`config.mk`:
```
export PLATFORM = sky130hd
export DESIGN_NAME = sti_rx
export DESIGN_NICKNAME = d
export VERILOG_FILES = /design/src/rtl/sti_pkg.sv /design/src/rtl/sti_rx_unpack.sv /design/src/rtl/sti_rx.sv
export SDC_FILE = /design/constraint.sdc
export NUM_CORES = 1
export LEC_CHECK = 0
export CAP_MARGIN = 10
export CORE_UTILIZATION = 60
export CTS_CLUSTER_DIAMETER = 50
export DETAILED_ROUTE_END_ITERATION = 6
export DONT_BUFFER_PORTS = 1
export PLACE_DENSITY = 0.82
export SYNTH_ARGS = -nofsm -noshare
export SYNTH_HDL_FRONTEND = slang
export SYNTH_SLANG_ARGS = --single-unit
```
`constraint.sdc`:
```
create_clock -name clk -period 7.6 [get_ports clk]
set_input_delay 1.9 -clock clk [delete_from_list [all_inputs] [get_ports clk]]
set_output_delay 1.9 -clock clk [all_outputs]
set_load 0.05 [all_outputs]
```
`src/rtl/sti_pkg.sv`:
```
// Shared STI definitions: frame length encodings, frame size helper and link FSM states.
// Also imported by the transmit side.
package sti_pkg;

   localparam logic [1:0] LEN_8  = 2'b00;
   localparam logic [1:0] LEN_16 = 2'b01;
   localparam logic [1:0] LEN_24 = 2'b10;
   localparam logic [1:0] LEN_32 = 2'b11;

   typedef enum logic {IDLE, RECV} sti_state_e;

   function automatic logic [5:0] frame_bits(input logic [1:0] len);
      logic [5:0] n;
      unique case (len)
         LEN_8:   n = 6'd8;
         LEN_16:  n = 6'd16;
         LEN_24:  n = 6'd24;
         default: n = 6'd32;
      endcase
      return n;
   endfunction

endpackage

```
`src/rtl/sti_rx_unpack.sv`:
```
// Combinational frame-to-word extractor: picks the 16-bit payload out of a received
// frame and flags non-zero padding.
module sti_rx_unpack
   import sti_pkg::*;
(
   input  logic [31:0] frame,
   input  logic [1:0]  len,
   input  logic        fill,
   input  logic        low,
   output logic [15:0] word,
   output logic        pad_err
);

   always_comb begin
      word    = 16'h0000;
      pad_err = 1'b0;
      unique case (len)
         LEN_8:  word = low ? {frame[7:0], 8'h00} : {8'h00, frame[7:0]};
         LEN_16: word = frame[15:0];
         LEN_24: begin
            if (fill) begin
               word    = frame[23:8];
               pad_err = |frame[7:0];
            end else begin
               word    = frame[15:0];
               pad_err = |frame[23:16];
            end
         end
         default: begin
            if (fill) begin
               word    = frame[31:16];
               pad_err = |frame[15:0];
            end else begin
               word    = frame[15:0];
               pad_err = |frame[31:16];
            end
         end
      endcase
   end

endmodule

```
`src/rtl/sti_rx.sv`:
```
// STI serial receiver: reassembles 8/16/24/32-bit frames from a valid-qualified bit
// stream and delivers 16-bit words on a one-cycle strobe.
module sti_rx
   import sti_pkg::*;
#(
   parameter int unsigned CNT_W = 16
) (
   input  logic             clk,
   input  logic             reset,
   input  logic             si_data,
   input  logic             si_valid,
   input  logic             si_end,
   input  logic [1:0]       cfg_length,
   input  logic             cfg_msb,
   input  logic             cfg_fill,
   input  logic             cfg_low,
   output logic [15:0]      po_data,
   output logic             po_valid,
   output logic             pad_err,
   output logic             frame_err,
   output logic [CNT_W-1:0] frame_cnt,
   output logic             rx_done
);

   sti_state_e       state_q, state_d;
   logic [31:0]      sr_q, sr_d, sr_next;
   logic [5:0]       bit_cnt_q, bit_cnt_d;
   logic [1:0]       len_q, len_d;
   logic             msb_q, msb_d, fill_q, fill_d, low_q, low_d;
   logic [15:0]      po_data_q, po_data_d;
   logic             po_valid_q, po_valid_d;
   logic             pad_err_q, pad_err_d;
   logic             frame_err_q, frame_err_d;
   logic [CNT_W-1:0] frame_cnt_q, frame_cnt_d;
   logic             rx_done_q, rx_done_d;
   logic [15:0]      unp_word;
   logic             unp_pad;

   // Frame contents including the bit sampled this cycle, so the word is ready at the Nth edge.
   always_comb begin
      sr_next = sr_q;
      if (msb_q) begin
         sr_next = {sr_q[30:0], si_data};
      end else begin
         sr_next[bit_cnt_q[4:0]] = si_data;
      end
   end

   sti_rx_unpack u_unpack (
      .frame   (sr_next),
      .len     (len_q),
      .fill    (fill_q),
      .low     (low_q),
      .word    (unp_word),
      .pad_err (unp_pad)
   );

   always_comb begin
      state_d     = state_q;
      sr_d        = sr_q;
      bit_cnt_d   = bit_cnt_q;
      len_d       = len_q;
      msb_d       = msb_q;
      fill_d      = fill_q;
      low_d       = low_q;
      po_data_d   = po_data_q;
      po_valid_d  = 1'b0;
      pad_err_d   = pad_err_q;
      frame_err_d = 1'b0;
      frame_cnt_d = frame_cnt_q;
      rx_done_d   = rx_done_q | (si_end && (state_q == IDLE));
      unique case (state_q)
         IDLE: begin
            if (si_valid) begin
               len_d     = cfg_length;
               msb_d     = cfg_msb;
               fill_d    = cfg_fill;
               low_d     = cfg_low;
               sr_d      = {31'd0, si_data};
               bit_cnt_d = 6'd1;
               state_d   = RECV;
            end
         end
         default: begin
            if (si_valid) begin
               sr_d      = sr_next;
               bit_cnt_d = bit_cnt_q + 6'd1;
               if (bit_cnt_q == frame_bits(len_q) - 6'd1) begin
                  state_d     = IDLE;
                  bit_cnt_d   = 6'd0;
                  po_valid_d  = 1'b1;
                  po_data_d   = unp_word;
                  pad_err_d   = unp_pad;
                  frame_cnt_d = frame_cnt_q + CNT_W'(1);
               end
            end else begin
               state_d     = IDLE;
               sr_d        = 32'd0;
               bit_cnt_d   = 6'd0;
               frame_err_d = 1'b1;
            end
         end
      endcase
   end

   always_ff @(posedge clk or negedge reset) begin
      if (!reset) begin
         state_q     <= IDLE;
         sr_q        <= 32'd0;
         bit_cnt_q   <= 6'd0;
         len_q       <= LEN_8;
         msb_q       <= 1'b0;
         fill_q      <= 1'b0;
         low_q       <= 1'b0;
         po_data_q   <= 16'h0000;
         po_valid_q  <= 1'b0;
         pad_err_q   <= 1'b0;
         frame_err_q <= 1'b0;
         frame_cnt_q <= '0;
         rx_done_q   <= 1'b0;
      end else begin
         state_q     <= state_d;
         sr_q        <= sr_d;
         bit_cnt_q   <= bit_cnt_d;
         len_q       <= len_d;
         msb_q       <= msb_d;
         fill_q      <= fill_d;
         low_q       <= low_d;
         po_data_q   <= po_data_d;
         po_valid_q  <= po_valid_d;
         pad_err_q   <= pad_err_d;
         frame_err_q <= frame_err_d;
         frame_cnt_q <= frame_cnt_d;
         rx_done_q   <= rx_done_d;
      end
   end

   assign po_data   = po_data_q;
   assign po_valid  = po_valid_q;
   assign pad_err   = pad_err_q;
   assign frame_err = frame_err_q;
   assign frame_cnt = frame_cnt_q;
   assign rx_done   = rx_done_q;

   // A frame either completes or aborts, never both in the same cycle.
   a_strobe_excl: assert property (@(posedge clk) disable iff (!reset) !(po_valid && frame_err));

endmodule

```
==> results by group, run 1 <==
Synthesis
  – Seq/Total Area, Yosys: 0.412
  – Leading area contributor after synthesis: dfrtp_1
  – Count leader, synth: dfrtp_1
  – #FFs+latches synth: 80
  – Post-synth top area share: 0.412
  – Commonest cells in the synthesized netlist: 80 x dfrtp_1, 77 x nand2_1, 36 x mux2i_1
  – Synth unique cells: between 50 and 60
  – Ys async rst share: 1.00
  – Yosys warns: 0
  – Main flop type after synthesis: dfrtp_1
  – Number of flops mapped to enable cells by yosys: 0
  – Syn_nets: 530
  – Cell count after synthesis: just over 500
  – Syn_area_per_cell: approximately 9.5 µm²
  – Synth top area cells: dfrtp_1 41%, mux2i_1 7.4%, nand2_1 6.0%
  – Mapped Area: ~4900 µm²

Hold path
  – Hold_sp: bit_cnt_q[5]$_DFFE_PN0P_
  – Worst Hold Path EP: bit_cnt_q[5]$_DFFE_PN0P_
  – Hold WC Path Type: reg2reg
  – Worst Hold Path Cells: 1

GRT
  – First-pass GRT wire length: ~19000 µm
  – Total grt overflow: 0
  – Initial antenna violation count: 0
  – Overall routing resource usage: 0.288
  – Number of global-route vias before repair: between 3000 and 4000
  – Pin count of the biggest net entering global routing: between 80 and 90

Clock tree
  – CTS tree: built
  – Resize count post-CTS: 0
  – H-tree depth: 3
  – Skew-Pair Late Insertion Delay: 360 ps
  – # hold bufs at CTS: 0
  – CTS root buf: clkbuf_8
  – Clock-pin slew on the worst setup and hold paths: approximately 100 ps
  – Clk sink count: 80
  – Num CTS Buffers: 9
  – Setup bufs post-CTS: 0
  – Maximum root-to-sink buffer count: 2

Drt
  – DR DRC count: 1
  – DRT Pass-1 Iters: 7
  – Number of antenna-violating nets in the routed design: 0
  – Wire per inst: 20.0 µm
  – Via Count: slightly below 4000
  – Total Wirelength: ~12000 µm
  – DR vias/cell: around 6.7
  – DR iter-0 viols: just over 400

STA
  – Tightest hold margin: about 490 ps
  – Fin crit period: about 3600 ps
  – Worst setup margin: about 4000 ps
  – Worst Max-Slew Pin Slew: between 900 and 1000 ps
  – Period utilisation layout: 0.480
  – Fmax: about 0.27 GHz
  – Final setup fails: 0
  – Max_slew headroom: 0.372
  – Pins over their slew limit: 0
  – Worst Skew: approximately 13 ps
  – Setup TNS: 0 ps
  – Final Hold Viols: 0
  – RSZ-0062 raised after global routing: no

Floorplan
  – IO Count: 46
  – Initial Util: 0.625
  – Die Y: approximately 90 µm
  – Die X: slightly above 90 µm
  – Cell Rows: 32
  – Die area: 8450 µm²
  – Core area: slightly below 8000 µm²

Critical path
  – Worst Path Class, Setup: in2reg
  – Startpoint Class: input port
  – Worst r2r src: bit_cnt_q[0]$_DFFE_PN0P_
  – CP endpoint kind: flip-flop
  – Crit path arrival time: roughly 3900 ps
  – FF-to-FF setup slack: around 4300 ps
  – Critical path required time: 7850 ps
  – Reg2Reg Capture Point: frame_cnt[15]$_DFFE_PN0P_
  – Worst Reg-to-Reg Cells: 10
  – CP max FO: 33

Placement
  – Placer Congestion: about 0.96
  – DP HPWL: about 7700 µm
  – Input/output buffers: 0
  – DP Worst Slack: approximately 3600 ps

Pwr
  – P_leak: 2.18 nW
  – Power Density: 187 nW/µm²
  – Max VDD drop: roughly 170 µV

Final layout
  – Fillers: roughly 630
  – Fin nets: ~500
  – Area delta synth->final: 3.33%
  – Antenna diode count: 0
  – Multi-input logic area: roughly 2600 µm²
  – Share of cells above drive strength 1: 0.105
  – Register Area: 2000 µm²

Status
  – Violated checks: DRC
  – Status: finished with violations

Run
  – Max-Cap Viols: 0
registers in the layout, indices dropped and copies added (netlist names):
register	cells
frame_cnt	16
len_q	2
bit_cnt_q	6
frame_err	1
fill_q	1
po_data	16
sr_q	32
pad_err	1
rx_done	1
low_q	1
state_q	1
msb_q	1
po_valid	1
stage by stage:
stage	total power, mW	utilization	std cells	cell area (µm²)
CTS	0.933	0.646	589	5010
detailed placement	0.579	0.616	573	4790
global placement	0.576	0.616	573	4790
global route	0.964	0.646	589	5010
finish	0.936	0.646	589	5010
floorplan	0.560	-	513	4850
report_power, final:
| group | leakage [nW] | switching [mW] | internal [mW] | total, mW |
|---|---|---|---|---|
| registers | 1.09 | 0.0354 | 0.434 | 0.469 |
| clock network | 0.104 | 0.174 | 0.188 | 0.362 |
| logic | 0.981 | 0.0634 | 0.0414 | 0.105 |
worst max-delay path, cell delays in order:
cell	delay, ps
and2_1	90
buf_4	340
nand2_2	400
clkinv_2	250
and3_1	230
nand3_1	130
nor2_2	230
nand4_1	130
xnor2_1	160
cells in the final DEF, fill, tap and decap left out, types with 6 or more instances in the layout:
cell / instances
nor4bb_1: 9
ha_1: 7
mux2i_1: 36
nand4b_1: 11
mux2_2: 11
dfrtp_1: 80
a31oi_1: 10
nor2_1: 23
xnor2_1: 11
nand2_1: 77
a21oi_1: 14
nand3_1: 6
nand4_1: 8
o21ai_1: 22
buf_4: 6
o21ai_0: 34
clkbuf_8: 9
a22o_1: 31
xor2_1: 6
routing by layer:
| layer | vias up | track usage | routed length [µm] |
|---|---|---|---|
| met5 | - | 0 | 0 |
| met4 | 0 | 0.100 | 401 |
| met3 | 31 | 0.0730 | 954 |
| met2 | 209 | 0.441 | 5540 |
| met1 | 1912 | 0.398 | 4860 |
| li1 | 1801 | - | - |
cells by family after synthesis:
group / share of synthesized area
xor+xnor: 0.0307
compound gates: 0.184
flops: 0.412
simple gates: 0.198
mux: 0.102
buf+inv: 0.0544
fa+ha+maj: 0.0180
worst max path at each step:
stage	from	end	cells after the start
final	si_valid	frame_cnt[15]$_DFFE_PN0P_	9
after global routing	si_valid	frame_cnt[15]$_DFFE_PN0P_	9
after detailed placement	si_valid	frame_cnt[12]$_DFFE_PN0P_	9
after floorplan	si_valid	frame_cnt[15]$_DFFE_PN0P_	10
after CTS	si_valid	frame_cnt[15]$_DFFE_PN0P_	9
after global placement	si_valid	frame_cnt[15]$_DFFE_PN0P_	9
layout make-up:
cell class              instances  share of cell area
repair buffers                  6             0.00898
clock buffers                   9              0.0247
clock inverters                 7              0.0205
well taps                     102              0.0254
inverters                       6             0.00474
multi-input cells             379               0.516
flip-flops and latches         80               0.399
No activity file was read; power rests on OpenSTA's default activity.
==> run 2: changes to the inputs <==
CORE_UTILIZATION = 58   (was 60)
clock period = 3.3 ns   (was 7.6 ns; I/O delays follow)
==> results by group, run 2 (synthesized netlist as in run 1, its figures left out) <==
Floorplan
  – Initial Util: 0.612 (was 0.625)
  – Core area: 7930 µm² (was 7770 µm²)
  – Cell Rows: 32 (unchanged)
  – Die X: 93.5 µm (was 91.9 µm)
  – IO Count: 46 (unchanged)
  – Die Y: 93.5 µm (was 91.9 µm)
  – Die area: 8740 µm² (was 8450 µm²)

Drt
  – DR vias/cell: 6.69 (was 6.71)
  – DR iter-0 viols: 458 (was 408)
  – Total Wirelength: 11900 µm (was 11800 µm)
  – Via Count: 3992 (was 3953)
  – DR DRC count: 0 (was 1)
  – DRT Pass-1 Iters: 6 (was 7)
  – Number of antenna-violating nets in the routed design: 0 (unchanged)
  – Wire per inst: 19.9 µm (was 20.0 µm)

STA
  – Final Hold Viols: 0 (unchanged)
  – Max_slew headroom: 0.359 (was 0.372)
  – Final setup fails: 0 (unchanged)
  – Period utilisation layout: 0.895
  – Worst setup margin: 347 ps (was 3950 ps)
  – Worst Skew: 6.27 ps (was 12.7 ps)
  – Worst Max-Slew Pin Slew: 961 ps (was 941 ps)
  – Fin crit period: 2950 ps
  – Setup TNS: 0 ps (unchanged)
  – Pins over their slew limit: 0 (unchanged)
  – Fmax: 0.339 GHz
  – RSZ-0062 raised after global routing: no (unchanged)

GRT
  – Initial antenna violation count: 0 (unchanged)
  – Number of global-route vias before repair: 3801 (was 3577)
  – Pin count of the biggest net entering global routing: 81 (unchanged)
  – First-pass GRT wire length: 19700 µm (was 18900 µm)
  – Total grt overflow: 0 (unchanged)
  – Overall routing resource usage: 0.294 (was 0.288)

Final layout
  – Biggest register: sr_q (unchanged)
  – Area delta synth->final: 4.33% (was 3.33%)
  – Most frequent cells in the layout: 80 x dfrtp_1, 77 x nand2_1, 36 x mux2i_1 (unchanged)
  – Antenna diode count: 0 (unchanged)
  – Final Util: 0.639 (was 0.646)
  – Max reg flops: 32 (unchanged)
  – Fin nets: 507 (was 499)
  – Share of cells above drive strength 1: 0.119 (was 0.105)
  – Commonest non-fill, non-tap cell in the layout: dfrtp_1 (unchanged)

Pwr
  – Comb pwr share: 0.129 (was 0.112)
  – P_leak: 2.22 nW (was 2.18 nW)
  – Switch Pwr: 600 µW (was 272 µW)
  – Clk pwr share: 0.366 (was 0.387)
  – Switching share of power: 0.286 (was 0.291)
  – Power Density: 415 nW/µm² (was 187 nW/µm²)
  – Cell-internal power: 1.50 mW (was 663 µW)
  – Max VDD drop: 298 µV (was 167 µV)
  – Sequential share of power: 0.505 (was 0.501)

Clock tree
  – Resize count post-CTS: 0 (unchanged)
  – Setup bufs post-CTS: 0 (unchanged)
  – CTS root buf: clkbuf_8 (unchanged)
  – Clock-pin slew on the worst setup and hold paths: 90 ps (was 100 ps)
  – Num CTS Buffers: 9 (unchanged)
  – Clk sink count: 80 (unchanged)
  – CTS tree: built (unchanged)
  – Skew-Pair Late Insertion Delay: 360 ps (about the same)
  – H-tree depth: 3 (unchanged)
  – Maximum root-to-sink buffer count: 2 (unchanged)
  – # hold bufs at CTS: 0 (unchanged)

Critical path
  – CP max FO: 8 (was 33)
  – Worst r2r src: bit_cnt_q[0]$_DFFE_PN0P_ (unchanged)
  – Critical path required time: 3550 ps (was 7850 ps)
  – CP endpoint kind: flip-flop (unchanged)
  – Startpoint Class: flip-flop (was input port)
  – Crit path arrival time: 3200 ps (was 3890 ps)
  – Worst Path Class, Setup: reg2reg (was in2reg)
  – Critical path origin: bit_cnt_q[0]$_DFFE_PN0P_ (was si_valid)

Placement
  – Input/output buffers: 0 (unchanged)
  – DP HPWL: 8010 µm (was 7720 µm)
  – Placer Congestion: 0.946 (was 0.962)
  – DP Worst Slack: 425 ps (was 3570 ps)

Hold path
  – Hold WC Path Type: in2async (was reg2reg)

Status
  – Status: complete, no violations (was finished with violations)

Run
  – Max-Cap Viols: 0 (unchanged)
==> run 2: worst paths after layout <==
check                                      endpoint  slack, ps  depth (start not counted)
setup / recovery                pad_err$_DFFE_PN0P_        350                          9
max in group asynchronous       pad_err$_DFFE_PN0P_       3010                          0
hold / removal                 sr_q[30]$_DFFE_PN0P_        150                          0
hold reg to reg            bit_cnt_q[5]$_DFFE_PN0P_        490                          1
min in group clk           bit_cnt_q[5]$_DFFE_PN0P_        490                          1
setup reg to reg                pad_err$_DFFE_PN0P_        350                          9
==> run 2: power by group through the flow <==
stage / registers, mW / clock network (mW) / logic, mW
after CTS: 1.06 / 0.784 / 0.265
final: 1.06 / 0.768 / 0.271
after floorplan: 1.04 / 0 / 0.245
after global placement: 1.08 / 0 / 0.260
after global routing: 1.07 / 0.820 / 0.293
after detailed placement: 1.08 / 0 / 0.263
==> run 2: layout make-up <==
cell class                      instances  area [µm²]
Sequential cell                        80        2000
Tap cell                              102         128
Multi-Input combinational cell        379        2590
Clock buffer                           11         151
Inverter                                6        23.8
Fill cell                             637        2860
Timing Repair Buffer                   14         105
Clock inverter                          5        63.8
==> run 2: critical path, cell delays in order, from the launching register on <==
cell and delay, ps:
dfrtp_1 470, inv_1 110, ha_1 320, nor4bb_1 390
mux2i_1 230, o21ai_1 160, nor4_1 410, nor4bb_1 380
a31oi_1 150, o211a_1 220
==> run 2: metrics by stage <==
stage	instances	hold slack, ps	cell area [µm²]	power (mW)
global route	597	131	5060	2.18
global placement	581	468	4850	1.34
finish	597	155	5060	2.10
detailed placement	581	469	4850	1.34
floorplan	513	438	4850	1.29
CTS	597	144	5060	2.11
==> run 2: routing by layer <==
layer | GRT usage | wire, µm | vias to the layer above
met4 | 0.137 | 434 | 0
li1 | - | - | 1812
met3 | 0.0805 | 974 | 44
met1 | 0.406 | 4990 | 1931
met2 | 0.426 | 5500 | 205
met5 | 0 | 0 | -
==> run 3: changes to the inputs <==
SLEW_MARGIN = 20   (was not set)
==> results of run 3 <==
No change in the layout: final DEF, timing and power equal those of run 2.
